**config.mk**
```make
export PLATFORM = sky130hd
export DESIGN_NAME = controlador_maquina_flat
export DESIGN_NICKNAME = d
export VERILOG_FILES = /design/src/rtl/controlador_maquina_pkg.sv /design/src/rtl/controlador_maquina_if.sv /design/src/rtl/controlador_maquina_temporizador.sv /design/src/rtl/controlador_maquina.sv /design/src/flat_wrapper.sv
export SDC_FILE = /design/constraint.sdc
export NUM_CORES = 1
export LEC_CHECK = 0
export ABC_AREA = 1
export ABC_CLOCK_PERIOD_IN_PS = 9000
export CAP_MARGIN = 20
export CORE_UTILIZATION = 65
export CTS_BUF_LIST = sky130_fd_sc_hd__clkbuf_2 sky130_fd_sc_hd__clkbuf_4 sky130_fd_sc_hd__clkbuf_8
export DETAILED_ROUTE_END_ITERATION = 8
export PLACE_DENSITY = 0.88
export SETUP_SLACK_MARGIN = 0.1
export SYNTH_ARGS = -nofsm -noshare
export SYNTH_HDL_FRONTEND = slang
export SYNTH_SLANG_ARGS = --single-unit
```
**constraint.sdc**
```tcl
create_clock -name CLK -period 9 [get_ports CLK]
set_clock_uncertainty 0.05 [all_clocks]
set_input_delay 0.9 -clock CLK [delete_from_list [all_inputs] [get_ports CLK]]
set_output_delay 0.9 -clock CLK [all_outputs]
set_load 0.02 [all_outputs]
```
**src/rtl/controlador_maquina_pkg.sv**
```systemverilog
// maquina_pkg: FSM states, default prices, valid coin set, lowest-index selection and SR>SP>SN error priority
package maquina_pkg;
  typedef enum logic [1:0] {ESPERA, PAGAMENTO, PREPARO, ERRO} estado_t;
  localparam int PRECO [4] = '{1, 2, 5, 10};
  localparam int W_TEMPO = 16;
  function automatic logic moeda_valida(input logic [3:0] m);
    return m inside {4'd1, 4'd2, 4'd5, 4'd10};
  endfunction
  function automatic logic [1:0] sel_de(input logic [3:0] b);
    return b[0] ? 2'd0 : b[1] ? 2'd1 : b[2] ? 2'd2 : 2'd3;
  endfunction
  function automatic logic [2:0] erro_prio(input logic fsr, input logic fsp, input logic fsn);
    return fsr ? 3'b100 : fsp ? 3'b010 : fsn ? 3'b001 : 3'b000;
  endfunction
endpackage

```
**src/rtl/controlador_maquina_if.sv**
```systemverilog
// controlador_maquina_if: machine bus; slave (DUT) takes B/MOEDA/MOEDA_V/CANCELA/FSx, drives S0..S3/SR/SP/SN/VL/M/LIBERA/TROCO/TROCO_V
interface controlador_maquina_if #(parameter int W_CREDITO = 5);
  logic [3:0] B;
  logic [3:0] MOEDA;
  logic MOEDA_V, CANCELA, FSR, FSP, FSN;
  logic S0, S1, S2, S3, SR, SP, SN, VL, M, LIBERA;
  logic [W_CREDITO-1:0] TROCO;
  logic TROCO_V;
  modport master (output B, MOEDA, MOEDA_V, CANCELA, FSR, FSP, FSN,
                  input S0, S1, S2, S3, SR, SP, SN, VL, M, LIBERA, TROCO, TROCO_V);
  modport slave (input B, MOEDA, MOEDA_V, CANCELA, FSR, FSP, FSN,
                 output S0, S1, S2, S3, SR, SP, SN, VL, M, LIBERA, TROCO, TROCO_V);
endinterface

```
**src/rtl/controlador_maquina_temporizador.sv**
```systemverilog
// temporizador: loadable down-counter (CLK, RST, ld_i, en_i, val_i in; done_o pulses on the last counted cycle)
module temporizador #(parameter int W = 16) (
  input  logic         CLK,
  input  logic         RST,
  input  logic         ld_i,
  input  logic         en_i,
  input  logic [W-1:0] val_i,
  output logic         done_o
);
  logic [W-1:0] cnt_q;
  always_ff @(posedge CLK or posedge RST)
    if (RST) cnt_q <= '0;
    else if (ld_i) cnt_q <= val_i;
    else if (en_i && cnt_q != '0) cnt_q <= cnt_q - 1'b1;
  assign done_o = en_i && cnt_q == W'(1);
endmodule

```
**src/rtl/controlador_maquina.sv**
```systemverilog
// controlador_maquina: coffee machine control FSM (CLK, RST, io slave bus: buttons/coins/faults in, selection/error/mode/valve/change out)
module controlador_maquina import maquina_pkg::*; #(
  parameter int PRECO_S0    = PRECO[0],
  parameter int PRECO_S1    = PRECO[1],
  parameter int PRECO_S2    = PRECO[2],
  parameter int PRECO_S3    = PRECO[3],
  parameter int W_CREDITO   = 5,
  parameter int T_PAGAMENTO = 1000,
  parameter int T_PREPARO   = 500,
  parameter int T_ERRO_VL   = 200
) (
  input logic CLK,
  input logic RST,
  controlador_maquina_if.slave io
);
  localparam int PR [4] = '{PRECO_S0, PRECO_S1, PRECO_S2, PRECO_S3};
  estado_t st_q, st_d;
  logic [1:0] sel_q, sel_d;
  logic [W_CREDITO-1:0] cred_q, cred_d, cred_n, preco, moeda, troco_d, troco_q;
  logic [3:0] s_q, s_d;
  logic [2:0] e_q, e_d;
  logic m_q, lib_q, tv_q, vl_q, valida, falha, t_ld, t_done, vl_ld, vl_done;
  temporizador #(.W(W_TEMPO)) u_tempo (
    .CLK(CLK), .RST(RST), .ld_i(t_ld), .en_i(1'b1),
    .val_i(st_d == PREPARO ? W_TEMPO'(T_PREPARO) : W_TEMPO'(T_PAGAMENTO)), .done_o(t_done)
  );
  temporizador #(.W(W_TEMPO)) u_vl (
    .CLK(CLK), .RST(RST), .ld_i(vl_ld), .en_i(1'b1),
    .val_i(W_TEMPO'(T_ERRO_VL)), .done_o(vl_done)
  );
  // Any coin not taken as credit is handed back; troco_d == 0 means no strobe.
  always_comb begin
    moeda = io.MOEDA_V ? W_CREDITO'(io.MOEDA) : '0;
    valida = io.MOEDA_V && moeda_valida(io.MOEDA);
    falha = io.FSR || io.FSP || io.FSN;
    preco = W_CREDITO'(PR[sel_q]);
    cred_n = st_q == PAGAMENTO ? cred_q + (valida ? moeda : '0) : '0;
    st_d = st_q;
    sel_d = sel_q;
    troco_d = moeda;
    vl_ld = 1'b0;
    if (falha) begin
      st_d = ERRO;
      troco_d = moeda + (st_q == PAGAMENTO ? cred_q : st_q == PREPARO ? preco : '0);
    end else case (st_q)
      ESPERA: if (|io.B) begin
        sel_d = sel_de(io.B);
        st_d = PAGAMENTO;
      end
      PAGAMENTO: begin
        troco_d = valida ? '0 : moeda;
        vl_ld = io.MOEDA_V && !valida;
        // A valid coin reloads the idle timer, so its expiry that cycle is void.
        if (io.CANCELA || (t_done && !valida)) begin
          troco_d = troco_d + cred_n;
          st_d = ESPERA;
        end else if (cred_n >= preco) begin
          troco_d = cred_n - preco;
          st_d = PREPARO;
        end
      end
      PREPARO: if (t_done) st_d = ESPERA;
      default: st_d = ESPERA;
    endcase
    cred_d = st_d == PAGAMENTO ? cred_n : '0;
    t_ld = (st_d == PAGAMENTO && (st_q != PAGAMENTO || valida)) || (st_d == PREPARO && st_q != PREPARO);
    s_d = (st_d == PAGAMENTO || st_d == PREPARO) ? 4'b0001 << sel_d : 4'b0000;
    e_d = st_d == ERRO ? erro_prio(io.FSR, io.FSP, io.FSN) : 3'b000;
  end
  always_ff @(posedge CLK or posedge RST)
    if (RST) begin
      st_q <= ESPERA;
      sel_q <= '0;
      cred_q <= '0;
      s_q <= '0;
      e_q <= '0;
      m_q <= 1'b1;
      lib_q <= 1'b0;
      troco_q <= '0;
      tv_q <= 1'b0;
      vl_q <= 1'b0;
    end else begin
      st_q <= st_d;
      sel_q <= sel_d;
      cred_q <= cred_d;
      s_q <= s_d;
      e_q <= e_d;
      m_q <= st_d == ESPERA;
      lib_q <= st_d == PREPARO;
      troco_q <= troco_d;
      tv_q <= troco_d != '0;
      vl_q <= vl_ld || (vl_q && !vl_done);
    end
  assign {io.S3, io.S2, io.S1, io.S0} = s_q;
  assign {io.SR, io.SP, io.SN} = e_q;
  assign io.VL = vl_q;
  assign io.M = m_q;
  assign io.LIBERA = lib_q;
  assign io.TROCO = troco_q;
  assign io.TROCO_V = tv_q;
endmodule

```
**src/flat_wrapper.sv**
```systemverilog
// flat-port wrapper written by rule: the top's interface ports become plain ports
module controlador_maquina_flat import maquina_pkg::*;
#(
  parameter int PRECO_S0    = PRECO[0],
  parameter int PRECO_S1    = PRECO[1],
  parameter int PRECO_S2    = PRECO[2],
  parameter int PRECO_S3    = PRECO[3],
  parameter int W_CREDITO   = 5,
  parameter int T_PAGAMENTO = 1000,
  parameter int T_PREPARO   = 500,
  parameter int T_ERRO_VL   = 200
)
  (CLK, RST, io_B, io_MOEDA, io_MOEDA_V, io_CANCELA, io_FSR, io_FSP, io_FSN, io_S0, io_S1, io_S2, io_S3, io_SR, io_SP, io_SN, io_VL, io_M, io_LIBERA, io_TROCO, io_TROCO_V);
  controlador_maquina_if #(.W_CREDITO(W_CREDITO)) io_i ();
  input logic CLK;
  input logic RST;
  input wire logic [$bits(io_i.B)-1:0] io_B;
  input wire logic [$bits(io_i.MOEDA)-1:0] io_MOEDA;
  input wire logic [$bits(io_i.MOEDA_V)-1:0] io_MOEDA_V;
  input wire logic [$bits(io_i.CANCELA)-1:0] io_CANCELA;
  input wire logic [$bits(io_i.FSR)-1:0] io_FSR;
  input wire logic [$bits(io_i.FSP)-1:0] io_FSP;
  input wire logic [$bits(io_i.FSN)-1:0] io_FSN;
  output wire logic [$bits(io_i.S0)-1:0] io_S0;
  output wire logic [$bits(io_i.S1)-1:0] io_S1;
  output wire logic [$bits(io_i.S2)-1:0] io_S2;
  output wire logic [$bits(io_i.S3)-1:0] io_S3;
  output wire logic [$bits(io_i.SR)-1:0] io_SR;
  output wire logic [$bits(io_i.SP)-1:0] io_SP;
  output wire logic [$bits(io_i.SN)-1:0] io_SN;
  output wire logic [$bits(io_i.VL)-1:0] io_VL;
  output wire logic [$bits(io_i.M)-1:0] io_M;
  output wire logic [$bits(io_i.LIBERA)-1:0] io_LIBERA;
  output wire logic [$bits(io_i.TROCO)-1:0] io_TROCO;
  output wire logic [$bits(io_i.TROCO_V)-1:0] io_TROCO_V;
  assign io_i.B = io_B;
  assign io_i.MOEDA = io_MOEDA;
  assign io_i.MOEDA_V = io_MOEDA_V;
  assign io_i.CANCELA = io_CANCELA;
  assign io_i.FSR = io_FSR;
  assign io_i.FSP = io_FSP;
  assign io_i.FSN = io_FSN;
  assign io_S0 = io_i.S0;
  assign io_S1 = io_i.S1;
  assign io_S2 = io_i.S2;
  assign io_S3 = io_i.S3;
  assign io_SR = io_i.SR;
  assign io_SP = io_i.SP;
  assign io_SN = io_i.SN;
  assign io_VL = io_i.VL;
  assign io_M = io_i.M;
  assign io_LIBERA = io_i.LIBERA;
  assign io_TROCO = io_i.TROCO;
  assign io_TROCO_V = io_i.TROCO_V;
  controlador_maquina #(.PRECO_S0(PRECO_S0), .PRECO_S1(PRECO_S1), .PRECO_S2(PRECO_S2), .PRECO_S3(PRECO_S3), .W_CREDITO(W_CREDITO), .T_PAGAMENTO(T_PAGAMENTO), .T_PREPARO(T_PREPARO), .T_ERRO_VL(T_ERRO_VL)) u_core (.CLK(CLK), .RST(RST), .io(io_i));
endmodule
```
==> run metrics <==
max_cap viols=0; CP endpoint kind=register; Warnings, synthesis=0; worst slew pin tran=between 500 and 600 ps; Leakage=about 2.3 nW; area grow syn2layout=15.26%; Post-CTS Hold Buffers=0; via count=roughly 3500; Clock Latency Late Sink=340 ps; CTS tree=done; Main synth FF type=dfrtp_1; # diodes=0; GRT overflow=0; Critical Path Source Type=primary input; Reg clk slew, reported paths=roughly 70 ps; CP max FO=17; synthesized instance count=approximately 510; setup bufs post-CTS=0; placement row count=27; iteration-0 DRC count of the detailed router=222; Cell variety after synth=45; setup TNS=0 ps; Die ar.=6331 sq um; count of flip-flops with a built-in enable after synthesis=0; outcome=complete, no violations; initial antenna violation count=0; Max Slew Vio Count=0; GRT Util Overall=between 30% and 40%; pwr/cell area=~180 nW/um^2; CP Data Required Time=around 9200 ps; DRC=0; CP arrival=approximately 5200 ps; clock sink count=57; Max Fclk=200.4 MHz; nets=588; worst r2r src=u_core.cred_q[0]; Die Y=about 80 um; WL/cell=14.36 um; syn avg cell area=7.745 sq um; H-tree Lvls=3; Max Root-Sink Buffers=2; Setup CP Type=primary input to register; worst rel slew slack=62.35%; wirelength, routed=between 8000 and 9000 um; antenna viol nets, final=0; initial core utilization=69.33%; root buf cell=clkbuf_8; Max VDD drop=109.1 uV; I/O pin total=31; first-pass GRT wire length=15100 um; hold crit path type=register to register; sequential fraction of the synthesis area=between 30% and 40%; vias in the first global route=3494; Final Hold Fails=0; Die W=79.57 um; Synth Register Bits=between 50 and 60; hpwl dp=~6700 um; RSZ-0062 raised after global routing=no; layout cell share with drive strength beyond 1=a little over an eighth; drt first pass iters=6; IO Port Bufs=30; hold_sp=u_core.io.VL; Final GP Congestion=between 0.9 and 1; Core ar.=5642 sq um; largest net degree at the start of global routing=34; Syn Nets=~550; total CTS buffers=9; Post-Syn Area=~3900 sq um; FILL cells=388; CTS resizes=0; period utilization=about 55%; Crit. Startpoint=io_MOEDA_V; Synth async-reset ratio=100.0%; final core occ=79.91%; final setup violating endpoints=0; Final min period=around 5000 ps; DR vias/cell=~5.7
[path summary, 6_finish.rpt]
kind                       cells after the start                  endpoint  slack [ps]
min in group asynchronous                      2  u_core.u_tempo.cnt_q[13]         890
hold reg to reg                                2              u_core.io.VL         460
hold / removal                                 2              u_core.io.VL         460
setup reg to reg                              18   u_core.u_tempo.cnt_q[3]        4900
max in group asynchronous                      3               u_core.io.M        7150
setup / recovery                              24   u_core.u_tempo.cnt_q[3]        4010
[logic make-up (layout without fill, tap and decap cells)]
| group | Yosys count | in the layout | share of synthesized area [%] |
|---|---|---|---|
| AOI/OAI and AO/OA | 70 | 70 | 10.68 |
| and+or+nand+nor | 245 | 245 | 31.13 |
| buffers and inverters | 91 | 136 | 8.829 |
| DFF | 57 | 57 | 36.50 |
| adders and majority gates | 28 | 28 | 9.725 |
| xor gates and xnor gates | 14 | 14 | 3.135 |
[critical path, cell delays in order]
cell	delay, ps
clkdlybuf4s50_1	570
nand2_1	100
nor2_1	130
ha_1	300
a21o_1	210
a31oi_1	180
nor2_1	80
nor3_1	310
ha_1	330
nand4_1	130
nand2_1	120
a21oi_4	50
nand2_2	160
o31ai_1	100
nor2_1	190
inv_1	110
ha_1	200
inv_1	170
a21oi_2	70
a21oi_4	360
or2_1	190
nand2_1	70
nand2_1	90
inv_1	40
[per-layer routing]
metal / vias up / part of all wire (%) / track usage, %
li1: 1713 / - / -
met1: 1652 / 40 / 35.57
met2: 132 / 50 / 54.53
met3: 40 / 5.2 / 5.943
met4: 0 / 4.7 / 19.45
met5: - / 0 / 0
[flip-flops by register name, summed over array words and instances (netlist names)]
signal,cells
u_core.cred_q,5
u_core.e_q,3
u_core.io.LIBERA,1
u_core.io.M,1
u_core.io.TROCO,5
u_core.io.TROCO_V,1
u_core.io.VL,1
u_core.s_q,4
u_core.sel_q,2
u_core.st_q,2
u_core.u_tempo.cnt_q,16
u_core.u_vl.cnt_q,16
[power by group]
group	internal, mW	switching [mW]
Clock	0.146	0.107
Combinational	0.0749	0.128
Sequential	0.296	0.0408
Total	0.517	0.275
[metrics by stage]
step	hold slack, ps	setup WS (ps)	std cells	total power, mW	instance area [sq um]
floorplan	424.4	4817	505	0.4774	3911
detailed placement	437.0	3748	606	0.5349	4298
CTS	459.0	4071	622	0.7919	4508
finish	456.0	4010	622	0.7924	4508
global route	491.9	3643	622	0.8371	4508
global placement	438.2	3880	606	0.5235	4298
[cells in the mapped netlist (9+ instances only)]
cell / count / share of area [%]
a21oi_1: 24 / 3.1
ha_1: 24 / 7.7
o21ai_0: 17 / 2.2
nor2_2: 10 / 1.6
inv_2: 11 / 1.1
dfrtp_1: 56 / 36
nand2_1: 89 / 8.5
inv_1: 76 / 7.3
nand2_2: 9 / 1.4
nor2_1: 67 / 6.4
nand3_1: 24 / 3.1
xor2_1: 11 / 2.5
[layout by cell type, fill, tap and decap left out, types with 2 or more instances in the layout]
master,synthesis,final
nand4_1,8,8
nand3_1,24,24
nor4_1,5,5
dfrtp_1,56,56
o21ai_1,8,8
clkbuf_8,0,11
nand2_1,89,89
inv_1,76,75
fa_1,4,4
nand2_4,2,2
a21oi_4,2,2
a21o_1,2,2
a211oi_1,2,2
nor2_2,10,10
a21oi_1,24,24
clkinv_1,2,2
a31oi_1,2,2
ha_1,24,24
xor2_1,11,11
nor2_1,67,67
nor3_2,2,2
nor2_4,5,5
xnor2_1,3,3
nor3_1,8,8
nand2_2,9,9
clkdlybuf4s50_1,0,30
o21a_1,3,3
or2_1,2,2
nand3_2,7,7
inv_2,11,12
nor4_4,2,2
o31ai_1,2,2
o22ai_1,3,3
o21ai_0,17,17
[area by class of cell]
| class | count | area (sq um) | area share (%) |
|---|---|---|---|
| inverters | 89 | 334.1 | 7.410 |
| repair buffers | 31 | 307.8 | 6.828 |
| clock inverters | 4 | 51.30 | 1.138 |
| clock buffers | 12 | 158.9 | 3.525 |
| well taps | 72 | 90.09 | 1.998 |
| multi-input cells | 357 | 2138 | 47.43 |
| flip-flops and latches | 57 | 1428 | 31.67 |
Power figures use the tool's default switching activity.
